<file path="config.mk">
export PLATFORM = sky130hd
export DESIGN_NAME = relu_stream_ctrl_flat
export DESIGN_NICKNAME = d
export VERILOG_FILES = /design/src/rtl/relu_stream_if.sv /design/src/rtl/relu_stream_ctrl.sv /design/src/flat_wrapper.sv
export SDC_FILE = /design/constraint.sdc
export NUM_CORES = 1
export LEC_CHECK = 0
export CORE_UTILIZATION = 28
export CTS_CLUSTER_SIZE = 16
export DETAILED_ROUTE_END_ITERATION = 16
export SLEW_MARGIN = 30
export SYNTH_ARGS = -nofsm -noshare
export SYNTH_HDL_FRONTEND = slang
export SYNTH_SLANG_ARGS = --single-unit
export TNS_END_PERCENT = 10
</file>
<file path="constraint.sdc">
create_clock -name i_clk -period 2.4 [get_ports i_clk]
set_input_delay 0.72 -clock i_clk [delete_from_list [all_inputs] [get_ports i_clk]]
set_output_delay 0.72 -clock i_clk [all_outputs]
set_load 0.005 [all_outputs]
</file>
<file path="src/rtl/relu_stream_if.sv">
// Stream and control bundle for relu_stream_ctrl.
//
// Signal names follow the controller's point of view: i_* are driven into
// the controller, o_* are driven by it.
//
// Handshake rule for both streams: a transfer happens on a rising clock
// edge where valid and ready are both high. A producer holds valid and its
// data stable until that edge. Ready may depend combinationally on the
// consumer's state, but valid never depends on ready.
//
// Signals:
//   i_start, i_num_rows           tile start pulse and tile length
//   i_bound_valid/o_bound_ready   upstream bound-row stream
//   i_bound_data                  COLS lanes of BO_BW bits
//   o_act_valid/i_act_ready       downstream activated-row stream
//   o_act_data                    COLS lanes of ACT_BW bits
//   o_busy, o_done, o_row_cnt     status
//   o_state                       FSM state for debug
interface relu_stream_if #(
  parameter int COLS   = 5,
  parameter int BO_BW  = 8,
  parameter int ACT_BW = 8,
  parameter int CNT_BW = 10
);
  logic                   i_start;
  logic [CNT_BW-1:0]      i_num_rows;
  logic                   i_bound_valid;
  logic                   o_bound_ready;
  logic [BO_BW*COLS-1:0]  i_bound_data;
  logic                   o_act_valid;
  logic                   i_act_ready;
  logic [ACT_BW*COLS-1:0] o_act_data;
  logic                   o_busy;
  logic                   o_done;
  logic [CNT_BW-1:0]      o_row_cnt;
  logic [1:0]             o_state;

  // Controller side.
  modport slave (
    input  i_start, i_num_rows, i_bound_valid, i_bound_data, i_act_ready,
    output o_bound_ready, o_act_valid, o_act_data, o_busy, o_done,
           o_row_cnt, o_state
  );

  // Stimulus / environment side.
  modport master (
    output i_start, i_num_rows, i_bound_valid, i_bound_data, i_act_ready,
    input  o_bound_ready, o_act_valid, o_act_data, o_busy, o_done,
           o_row_cnt, o_state
  );
endinterface

</file>
<file path="src/rtl/relu_stream_ctrl.sv">
// relu_stream_ctrl: sequences one tile of bound-stage rows through a
// per-lane ReLU and a registered output stage, counting rows against a
// programmed tile length.
//
// Ports:
//   i_clk    clock, rising edge
//   i_rst_n  asynchronous active-low reset
//   bus      relu_stream_if.slave (start/length, upstream and downstream
//            streams, busy/done/row count, debug state)
module relu_stream_ctrl #(
  parameter int COLS   = 5,
  parameter int BO_BW  = 8,
  parameter int ACT_BW = 8,
  parameter int CNT_BW = 10
) (
  input  logic         i_clk,
  input  logic         i_rst_n,
  relu_stream_if.slave bus
);

  typedef enum logic [1:0] {
    IDLE  = 2'd0,
    RUN   = 2'd1,
    DRAIN = 2'd2,
    DONE  = 2'd3
  } state_e;

  localparam int ACT_MAX = (1 << ACT_BW) - 1;

  state_e                 state_q;
  logic [CNT_BW-1:0]      len_q;
  logic [CNT_BW-1:0]      acc_cnt_q;
  logic [CNT_BW-1:0]      row_cnt_q;
  logic                   act_valid_q;
  logic [ACT_BW*COLS-1:0] act_data_q;
  logic [ACT_BW*COLS-1:0] act_data_d;

  logic bound_ready;
  logic accept;
  logic out_hs;
  logic last_accept;

  // Negative -> 0; positive values above the activation range saturate.
  function automatic logic [ACT_BW-1:0] relu_lane(input logic signed [BO_BW-1:0] x);
    int xv;
    xv = int'(x);
    if (xv < 0)             return '0;
    else if (xv > ACT_MAX)  return '1;
    else                    return ACT_BW'(xv);
  endfunction

  always_comb begin
    act_data_d = '0;
    for (int k = 0; k < COLS; k++) begin
      act_data_d[k*ACT_BW +: ACT_BW] = relu_lane(bus.i_bound_data[k*BO_BW +: BO_BW]);
    end
  end

  // Upstream may advance only when the output register is empty or is
  // being emptied this cycle, so a stall downstream stalls upstream.
  assign bound_ready = (state_q == RUN) && (!act_valid_q || bus.i_act_ready);
  assign accept      = bus.i_bound_valid && bound_ready;
  assign out_hs      = act_valid_q && bus.i_act_ready;
  assign last_accept = accept && ((acc_cnt_q + CNT_BW'(1)) == len_q);

  always_ff @(posedge i_clk or negedge i_rst_n) begin
    if (!i_rst_n) begin
      state_q     <= IDLE;
      len_q       <= '0;
      acc_cnt_q   <= '0;
      row_cnt_q   <= '0;
      act_valid_q <= 1'b0;
      act_data_q  <= '0;
    end else begin
      // Output register: a new row overrides the clear from a handshake.
      if (accept) begin
        act_data_q  <= act_data_d;
        act_valid_q <= 1'b1;
      end else if (out_hs) begin
        act_valid_q <= 1'b0;
      end

      if (accept)  acc_cnt_q <= acc_cnt_q + CNT_BW'(1);
      if (out_hs)  row_cnt_q <= row_cnt_q + CNT_BW'(1);

      case (state_q)
        IDLE: begin
          if (bus.i_start) begin
            len_q     <= bus.i_num_rows;
            acc_cnt_q <= '0;
            row_cnt_q <= '0;
            state_q   <= (bus.i_num_rows != '0) ? RUN : DONE;
          end
        end
        RUN: begin
          if (last_accept) state_q <= DRAIN;
        end
        DRAIN: begin
          // The last row is sitting in the output register here.
          if (out_hs) state_q <= DONE;
        end
        DONE: begin
          state_q <= IDLE;
        end
        default: state_q <= IDLE;
      endcase
    end
  end

  assign bus.o_bound_ready = bound_ready;
  assign bus.o_act_valid   = act_valid_q;
  assign bus.o_act_data    = act_data_q;
  assign bus.o_busy        = (state_q != IDLE);
  assign bus.o_done        = (state_q == DONE);
  assign bus.o_row_cnt     = row_cnt_q;
  assign bus.o_state       = state_q;

endmodule
</file>
<file path="src/flat_wrapper.sv">
// flat-port wrapper written by rule: the top's interface ports become plain ports
module relu_stream_ctrl_flat 
#(
  parameter int COLS   = 5,
  parameter int BO_BW  = 8,
  parameter int ACT_BW = 8,
  parameter int CNT_BW = 10
)
  (i_clk, i_rst_n, bus_i_start, bus_i_num_rows, bus_i_bound_valid, bus_i_bound_data, bus_i_act_ready, bus_o_bound_ready, bus_o_act_valid, bus_o_act_data, bus_o_busy, bus_o_done, bus_o_row_cnt, bus_o_state);
  relu_stream_if #(.COLS(COLS), .BO_BW(BO_BW), .ACT_BW(ACT_BW), .CNT_BW(CNT_BW)) bus_i ();
  input  logic i_clk;
  input  logic i_rst_n;
  input wire logic [$bits(bus_i.i_start)-1:0] bus_i_start;
  input wire logic [$bits(bus_i.i_num_rows)-1:0] bus_i_num_rows;
  input wire logic [$bits(bus_i.i_bound_valid)-1:0] bus_i_bound_valid;
  input wire logic [$bits(bus_i.i_bound_data)-1:0] bus_i_bound_data;
  input wire logic [$bits(bus_i.i_act_ready)-1:0] bus_i_act_ready;
  output wire logic [$bits(bus_i.o_bound_ready)-1:0] bus_o_bound_ready;
  output wire logic [$bits(bus_i.o_act_valid)-1:0] bus_o_act_valid;
  output wire logic [$bits(bus_i.o_act_data)-1:0] bus_o_act_data;
  output wire logic [$bits(bus_i.o_busy)-1:0] bus_o_busy;
  output wire logic [$bits(bus_i.o_done)-1:0] bus_o_done;
  output wire logic [$bits(bus_i.o_row_cnt)-1:0] bus_o_row_cnt;
  output wire logic [$bits(bus_i.o_state)-1:0] bus_o_state;
  assign bus_i.i_start = bus_i_start;
  assign bus_i.i_num_rows = bus_i_num_rows;
  assign bus_i.i_bound_valid = bus_i_bound_valid;
  assign bus_i.i_bound_data = bus_i_bound_data;
  assign bus_i.i_act_ready = bus_i_act_ready;
  assign bus_o_bound_ready = bus_i.o_bound_ready;
  assign bus_o_act_valid = bus_i.o_act_valid;
  assign bus_o_act_data = bus_i.o_act_data;
  assign bus_o_busy = bus_i.o_busy;
  assign bus_o_done = bus_i.o_done;
  assign bus_o_row_cnt = bus_i.o_row_cnt;
  assign bus_o_state = bus_i.o_state;
  relu_stream_ctrl #(.COLS(COLS), .BO_BW(BO_BW), .ACT_BW(ACT_BW), .CNT_BW(CNT_BW)) u_core (.i_clk(i_clk), .i_rst_n(i_rst_n), .bus(bus_i));
endmodule
</file>
---- Word-level counts from Yosys, hierarchy flattened ----
Cells that the tools add are included.
word-level totals
  RAM bits ................................ 0
  memories kept ........................... 0
  ROM bits ................................ 0
  bits in latches ......................... 0
  word-level logic and storage cells ...... 60
  bits in registers ....................... 73
  output and inout bits ................... 56
cells by class
  multipliers ............................. 0
  reduce and logical (&&, ||, !) cells .... 12
  muxes and demuxes ....................... 23
  shift-type cells ........................ 0
  add/sub/neg operators ................... 2
  bitwise operators ....................... 0
  divide/modulo/power cells ............... 0
  equal/unequal tests ..................... 7
  order comparisons ....................... 10
operators with widths
  kind                                                 count
  two-way mux 8 bit                                    10
  two-way mux 10 bit                                   6
  > comparator 8 x 9 -> 1 bit, second input constant   5
  < comparator 8 x 1 -> 1 bit, second input constant   5
  adder 10 x 1 -> 10 bit, second input constant        2
  equality test 10 bit                                 1
  nonzero test 10 bit                                  1
  two-way mux 2 bit                                    4
  case mux 2 bit (4 select lines)                      1
  equality test 2 bit, second input constant           2
  logical AND 1 bit                                    4
  != test 2 x 1 -> 1 bit, second input constant        2
  nonzero test 2 bit                                   2
  AND reduction 3 bit                                  1
  equality test 2 x 1 -> 1 bit, second input constant  1
  zero test 2 bit                                      1
  two-way mux 1 bit                                    2
  != test 2 bit, second input constant                 1
  AND reduction 2 bit                                  1
  zero test 1 bit                                      1
  logical OR 1 bit                                     1

---- Logic depth before layout (Yosys ltp) ----
  depth after elaboration ................. 7
  gate-level depth with buffers ........... 8
  mapped depth without buffers ............ 8

---- Worst setup path before layout ----
OpenSTA, ideal clock, no wires.
  path type ............................... input -> register
  start ................................... input bus_i_act_ready
  end ..................................... register u_core.state_q[1] (netlist: u_core.bus.o_state[1])
  cell stages on the path ................. 6
  data arrival time ....................... 2.061 ns
  path buffers ............................ 0
  slack ................................... 0.270 ns
  library setup time ...................... 0.069 ns
  path through ............................ nand2b_1 > nand3_2 > a2111oi_2 > nand4_1 > or4_1 > nand3_1
on the way
  cells in the longest elaborated chain, start to end .. 6
  elaborated cells on any way between the ends .. 8
RTL lines
  what                                      line                    source
  start, declared                           flat_wrapper.sv:17      input wire logic [$bits(bus_i.i_act_ready)-1:0] bus_i_act_ready;
  logical OR 1 bit                          relu_stream_ctrl.sv:61  assign bound_ready = (state_q == RUN) && (!act_valid_q || bus.i_act_ready);
  logical AND 1 bit                         relu_stream_ctrl.sv:61
  logical AND 1 bit                         relu_stream_ctrl.sv:62  assign accept = bus.i_bound_valid && bound_ready;
  logical AND 1 bit                         relu_stream_ctrl.sv:64  assign last_accept = accept && ((acc_cnt_q + CNT_BW'(1)) == len_q);
  != test 2 x 1 -> 1 bit (no source line)   n/a
  AND reduction 3 bit (no source line) (*)  n/a
  end signal, assigned                      relu_stream_ctrl.sv:92  state_q <= (bus.i_num_rows != '0) ? RUN : DONE;
  end, declared                             relu_stream_ctrl.sv:30  state_e state_q;
Every way passes the cells marked *; elsewhere a longest branch is shown, timed or not.
A chain may end at the register's enable or synchronous reset.

---- Final worst setup path ----
  start ................................... register u_core.state_q[0] (netlist: u_core.bus.o_state[0])
  end ..................................... output bus_o_busy
on the way
  cells in the longest elaborated chain, start to end .. 1
RTL lines
  what                line                     source
  nonzero test 2 bit  relu_stream_ctrl.sv:113  assign bus.o_busy = (state_q != IDLE);
  end, declared       flat_wrapper.sv:21       output wire logic [$bits(bus_i.o_busy)-1:0] bus_o_busy;
No other way between the ends.

==> implementation parameters <==
Parameter                              Value

Run status
  Status    complete, but fails checks
  Violated checks    DRC

STA
  Worst slew margin relative to its limit    0.587
  Period utilization    0.951
  Final Hold Vio Count    0
  Unrepaired setup endpoints after global routing    false
  Max Clock Skew    about 0.0057 ns
  Accumulated negative setup slack    0 ns
  Post-route worst setup slack    0.119 ns
  Final max-slew violation count    0
  Maximum clock frequency    roughly 440 MHz
  Post-layout minimum cycle time    2.28 ns
  Setup-failing EPs final    0
  Slew at the pin closest to its max-slew limit    about 0.62 ns

Drt
  Number of detailed-route iterations in the first pass    10
  Number of remaining DRC errors    2
  Post-DR wirelength/cell    about 13 microns
  Detailed-route vias per instance    roughly 4.5
  Count of antenna-violating nets left after detailed routing    0
  Number of DRC markers after the initial detailed-route iteration    120
  Via count    between 2000 and 3000
  Total length of routed wires    approximately 8000 microns

Clock network
  CTS hold repair buffers    0
  Clock tree from TritonCTS    yes
  Number of buffers created by CTS    9
  Clock Sink Count    73
  Worst-skew pair later-pin latency    ~0.33 ns
  H-tree lvl count    3
  Maximum number of buffers from clock root to sink    2
  Clock transition at the registers of the reported paths    0.06 ns
  Root buffer selected by CTS    sky130_fd_sc_hd__clkbuf_16
  Number of post-CTS setup repair buffers    0

Yosys
  Sequential cell area fraction in the yosys report    0.538
  Synthesized area per cell    approximately 9.6 sq um
  Post-synthesis register bit count    73
  Count of synthesis-stage warnings from yosys    0
  Combined area of all synthesized cells    ~3400 sq um
  Cell count after synthesis    353
  Mapped Nets    slightly above 400
  Number of unique standard cell types used by synthesis    38

Worst setup path
  Data arrival time of the critical path    between 1.5 and 2 ns
  Maximum net fanout on the critical path    3
  Launch instance of the worst register-to-register path    u_core.acc_cnt_q[0]$_DFF_PN0_
  Reg2Reg Setup Slack    0.21 ns
  Destination of the worst register-to-register timing path    u_core.bus.o_state[1]$_DFFE_PN0P_
  Category of the worst setup path launch point    flop
  Count of cells along the worst register-to-register path    7
  Critical path class    flop to output port
  End point of the critical path    bus_o_busy
  Worst setup startpoint    u_core.bus.o_state[0]$_DFFE_PN0P_
  Required time of the critical path    1.68 ns
  Kind of end point of the critical path    output port

Floorplanning
  Number of top-level pins    roughly 110
  Total core area    11600 sq um
  FP Rows    39
  Vert. Die Dim    112 microns
  Die Wd    112 microns
  Starting density of the core    0.293
  DIE AREA    roughly 13000 sq um

Place
  RePlAce Congestion    roughly 0.74
  Placed wire-length estimate after detailed placement    slightly below 6000 microns
  Quantity of I/O buffers inserted on ports    110
  Worst Setup Slack post-DPL    -0.338 ns
  Instance area after placement    4730 sq um

Global route
  Global-route wire length before repair    between 10000 and 15000 microns
  Overflow left after global routing    0
  Largest net degree at the start of global routing    a little under 80
  Number of global-route vias before repair    around 2800
  Number of antenna violations at the first check in global routing    0
  Overall global routing resource usage    0.139

Flow run
  Max-capacitance violation count    0

Finish
  Share of layout cells above drive strength 1    0.0983
  Final cell area excluding filler cells    between 5000 and 6000 sq um
  Relative area change from synthesis to final layout    49.0%
  Fraction of the core area covered by cells at the end of the flow    0.436
  Antenna cell count    0
  Count of nets after finishing    between 500 and 600
  Filler cell count    1129

Power and ir drop
  VDD IR max    approximately 0.49 mV
  Power per unit of standard cell area    1080 nW/um^2
  Leak Pwr    between 2 and 2.5 nW
  Final total power    approximately 5.5 mW

Worst hold path
  Worst min-delay path class    input pin to asynchronous set/reset pin
==> area by class of cell <==
class / instances / area (sq um) / share of cell area
clock buffers: 10 / 239 / 0.0472
clock inverters: 6 / 90.1 / 0.0178
inverters: 11 / 41.3 / 0.00815
multi-input cells: 254 / 1470 / 0.289
flip-flops and latches: 73 / 1830 / 0.361
well taps: 143 / 179 / 0.0353
repair buffers: 124 / 1220 / 0.242
==> through the flow <==
stage               instances  hold WS (ns)
finish                    621         0.403
global route              621         0.431
CTS                       621         0.428
detailed placement        605         0.469
global placement          605         0.461
floorplan                 353         0.424
==> critical path, stage by stage (launching register included) <==
cell                              delay [ns]
sky130_fd_sc_hd__dfrtp_1                0.36
sky130_fd_sc_hd__inv_1                  0.08
sky130_fd_sc_hd__ha_1                   0.21
sky130_fd_sc_hd__inv_1                  0.08
sky130_fd_sc_hd__clkdlybuf4s50_1        0.50
==> state kept, by name (all words and copies together), names as in the netlist <==
name	cells
u_core.acc_cnt_q	10
u_core.bus.o_act_data	40
u_core.bus.o_act_valid	1
u_core.bus.o_row_cnt	10
u_core.bus.o_state	2
u_core.len_q	10
==> metal layers <==
metal / global-route usage / vias up / share of wire / routed length, microns
met5: 0 / - / 0 / 0
met4: 0.0533 / 0 / 0.014 / 111
met3: 0.0637 / 7 / 0.10 / 835
met2: 0.210 / 99 / 0.43 / 3560
met1: 0.174 / 1300 / 0.45 / 3720
li1: - / 1408 / - / -
==> cells in the final DEF, fill, tap and decap left out, types with 3 or more instances in the layout <==
| master | synthesis | routed |
|---|---|---|
| sky130_fd_sc_hd__clkbuf_16 | 0 | 9 |
| sky130_fd_sc_hd__dfrtp_1 | 73 | 73 |
| sky130_fd_sc_hd__nand3_1 | 9 | 9 |
| sky130_fd_sc_hd__ha_1 | 7 | 7 |
| sky130_fd_sc_hd__xnor2_1 | 13 | 13 |
| sky130_fd_sc_hd__nor3_1 | 3 | 3 |
| sky130_fd_sc_hd__clkdlybuf4s50_1 | 0 | 107 |
| sky130_fd_sc_hd__inv_1 | 6 | 6 |
| sky130_fd_sc_hd__nor2_1 | 21 | 21 |
| sky130_fd_sc_hd__xor2_1 | 17 | 17 |
| sky130_fd_sc_hd__nand2_1 | 91 | 91 |
| sky130_fd_sc_hd__clkinv_1 | 5 | 5 |
| sky130_fd_sc_hd__nand4_1 | 7 | 7 |
| sky130_fd_sc_hd__o21ai_0 | 37 | 37 |
| sky130_fd_sc_hd__and2_1 | 6 | 6 |
| sky130_fd_sc_hd__and3_1 | 5 | 5 |
| sky130_fd_sc_hd__a21oi_1 | 3 | 3 |
| sky130_fd_sc_hd__buf_4 | 0 | 12 |
| sky130_fd_sc_hd__mux2_2 | 10 | 10 |
==> timing repair <==
action	in CTS	in global routing
endpoints found under the hold margin	0	0
setup endpoints to repair	1	0
gates resized for setup	3	0
==> cells by family after synthesis <==
logic type               after synthesis  share of synthesized area
AND/OR/NAND/NOR                      157                      0.209
flip-flops                            73                      0.538
multiplexers                          10                     0.0331
AO/OA/AOI/OAI                         50                     0.0832
adder cells (fa/ha/maj)                7                     0.0258
XOR/XNOR                              30                     0.0773
buffers and inverters                 26                     0.0335
==> cell usage after synthesis <==
cell type	count	area [sq um]
sky130_fd_sc_hd__dfrtp_1	73	1830
sky130_fd_sc_hd__a21oi_1	3	15.0
sky130_fd_sc_hd__o31ai_1	2	15.0
sky130_fd_sc_hd__a2111oi_2	1	15.0
sky130_fd_sc_hd__and2_1	6	37.5
sky130_fd_sc_hd__and2_0	2	12.5
sky130_fd_sc_hd__nand3_1	9	45.0
sky130_fd_sc_hd__buf_6	2	22.5
sky130_fd_sc_hd__nand3_2	1	10.0
sky130_fd_sc_hd__nor3_1	3	15.0
sky130_fd_sc_hd__nand4_1	7	43.8
sky130_fd_sc_hd__mux2_2	10	113
sky130_fd_sc_hd__clkbuf_1	11	41.3
sky130_fd_sc_hd__a21o_1	2	15.0
sky130_fd_sc_hd__nor4_1	2	12.5
sky130_fd_sc_hd__ha_1	7	87.6
sky130_fd_sc_hd__and2_2	1	7.51
sky130_fd_sc_hd__buf_2	1	5.00
sky130_fd_sc_hd__o2bb2ai_1	1	8.76
sky130_fd_sc_hd__xor2_1	17	149
sky130_fd_sc_hd__nand2b_1	1	6.26
sky130_fd_sc_hd__nor2_1	21	78.8
sky130_fd_sc_hd__clkinv_1	5	18.8
sky130_fd_sc_hd__and3_1	5	31.3
sky130_fd_sc_hd__or3_1	1	6.26
sky130_fd_sc_hd__or4bb_1	1	11.3
sky130_fd_sc_hd__o21ai_0	37	185
sky130_fd_sc_hd__o211ai_1	1	7.51
sky130_fd_sc_hd__xnor2_1	13	114
sky130_fd_sc_hd__a31oi_1	2	12.5
sky130_fd_sc_hd__buf_1	1	3.75
sky130_fd_sc_hd__nand3b_1	2	15.0
sky130_fd_sc_hd__a32oi_1	1	8.76
sky130_fd_sc_hd__and4_4	1	11.3
sky130_fd_sc_hd__and3_4	1	11.3
sky130_fd_sc_hd__or4_1	2	15.0
sky130_fd_sc_hd__inv_1	6	22.5
sky130_fd_sc_hd__nand2_1	91	342
==> how the worst min path moves through the flow <==
stage | from | to
after global placement | u_core.bus.o_act_data[20]$_DFFE_PN0P_ | u_core.bus.o_act_data[20]$_DFFE_PN0P_
after global routing | i_rst_n | u_core.bus.o_act_data[33]$_DFFE_PN0P_
after detailed placement | u_core.bus.o_act_data[6]$_DFFE_PN0P_ | u_core.bus.o_act_data[6]$_DFFE_PN0P_
after floorplan | i_rst_n | u_core.acc_cnt_q[0]$_DFF_PN0_
final | i_rst_n | u_core.bus.o_act_data[33]$_DFFE_PN0P_
after CTS | i_rst_n | u_core.bus.o_act_data[33]$_DFFE_PN0P_
==> where the power goes <==
part / switching, mW / internal (mW) / leakage, nW
Combinational: 0.888 / 1.17 / 1.12
Sequential: 0.293 / 1.66 / 0.959
Clock: 0.535 / 0.942 / 0.159
Note: power is estimated with default switching activity, not from simulation.
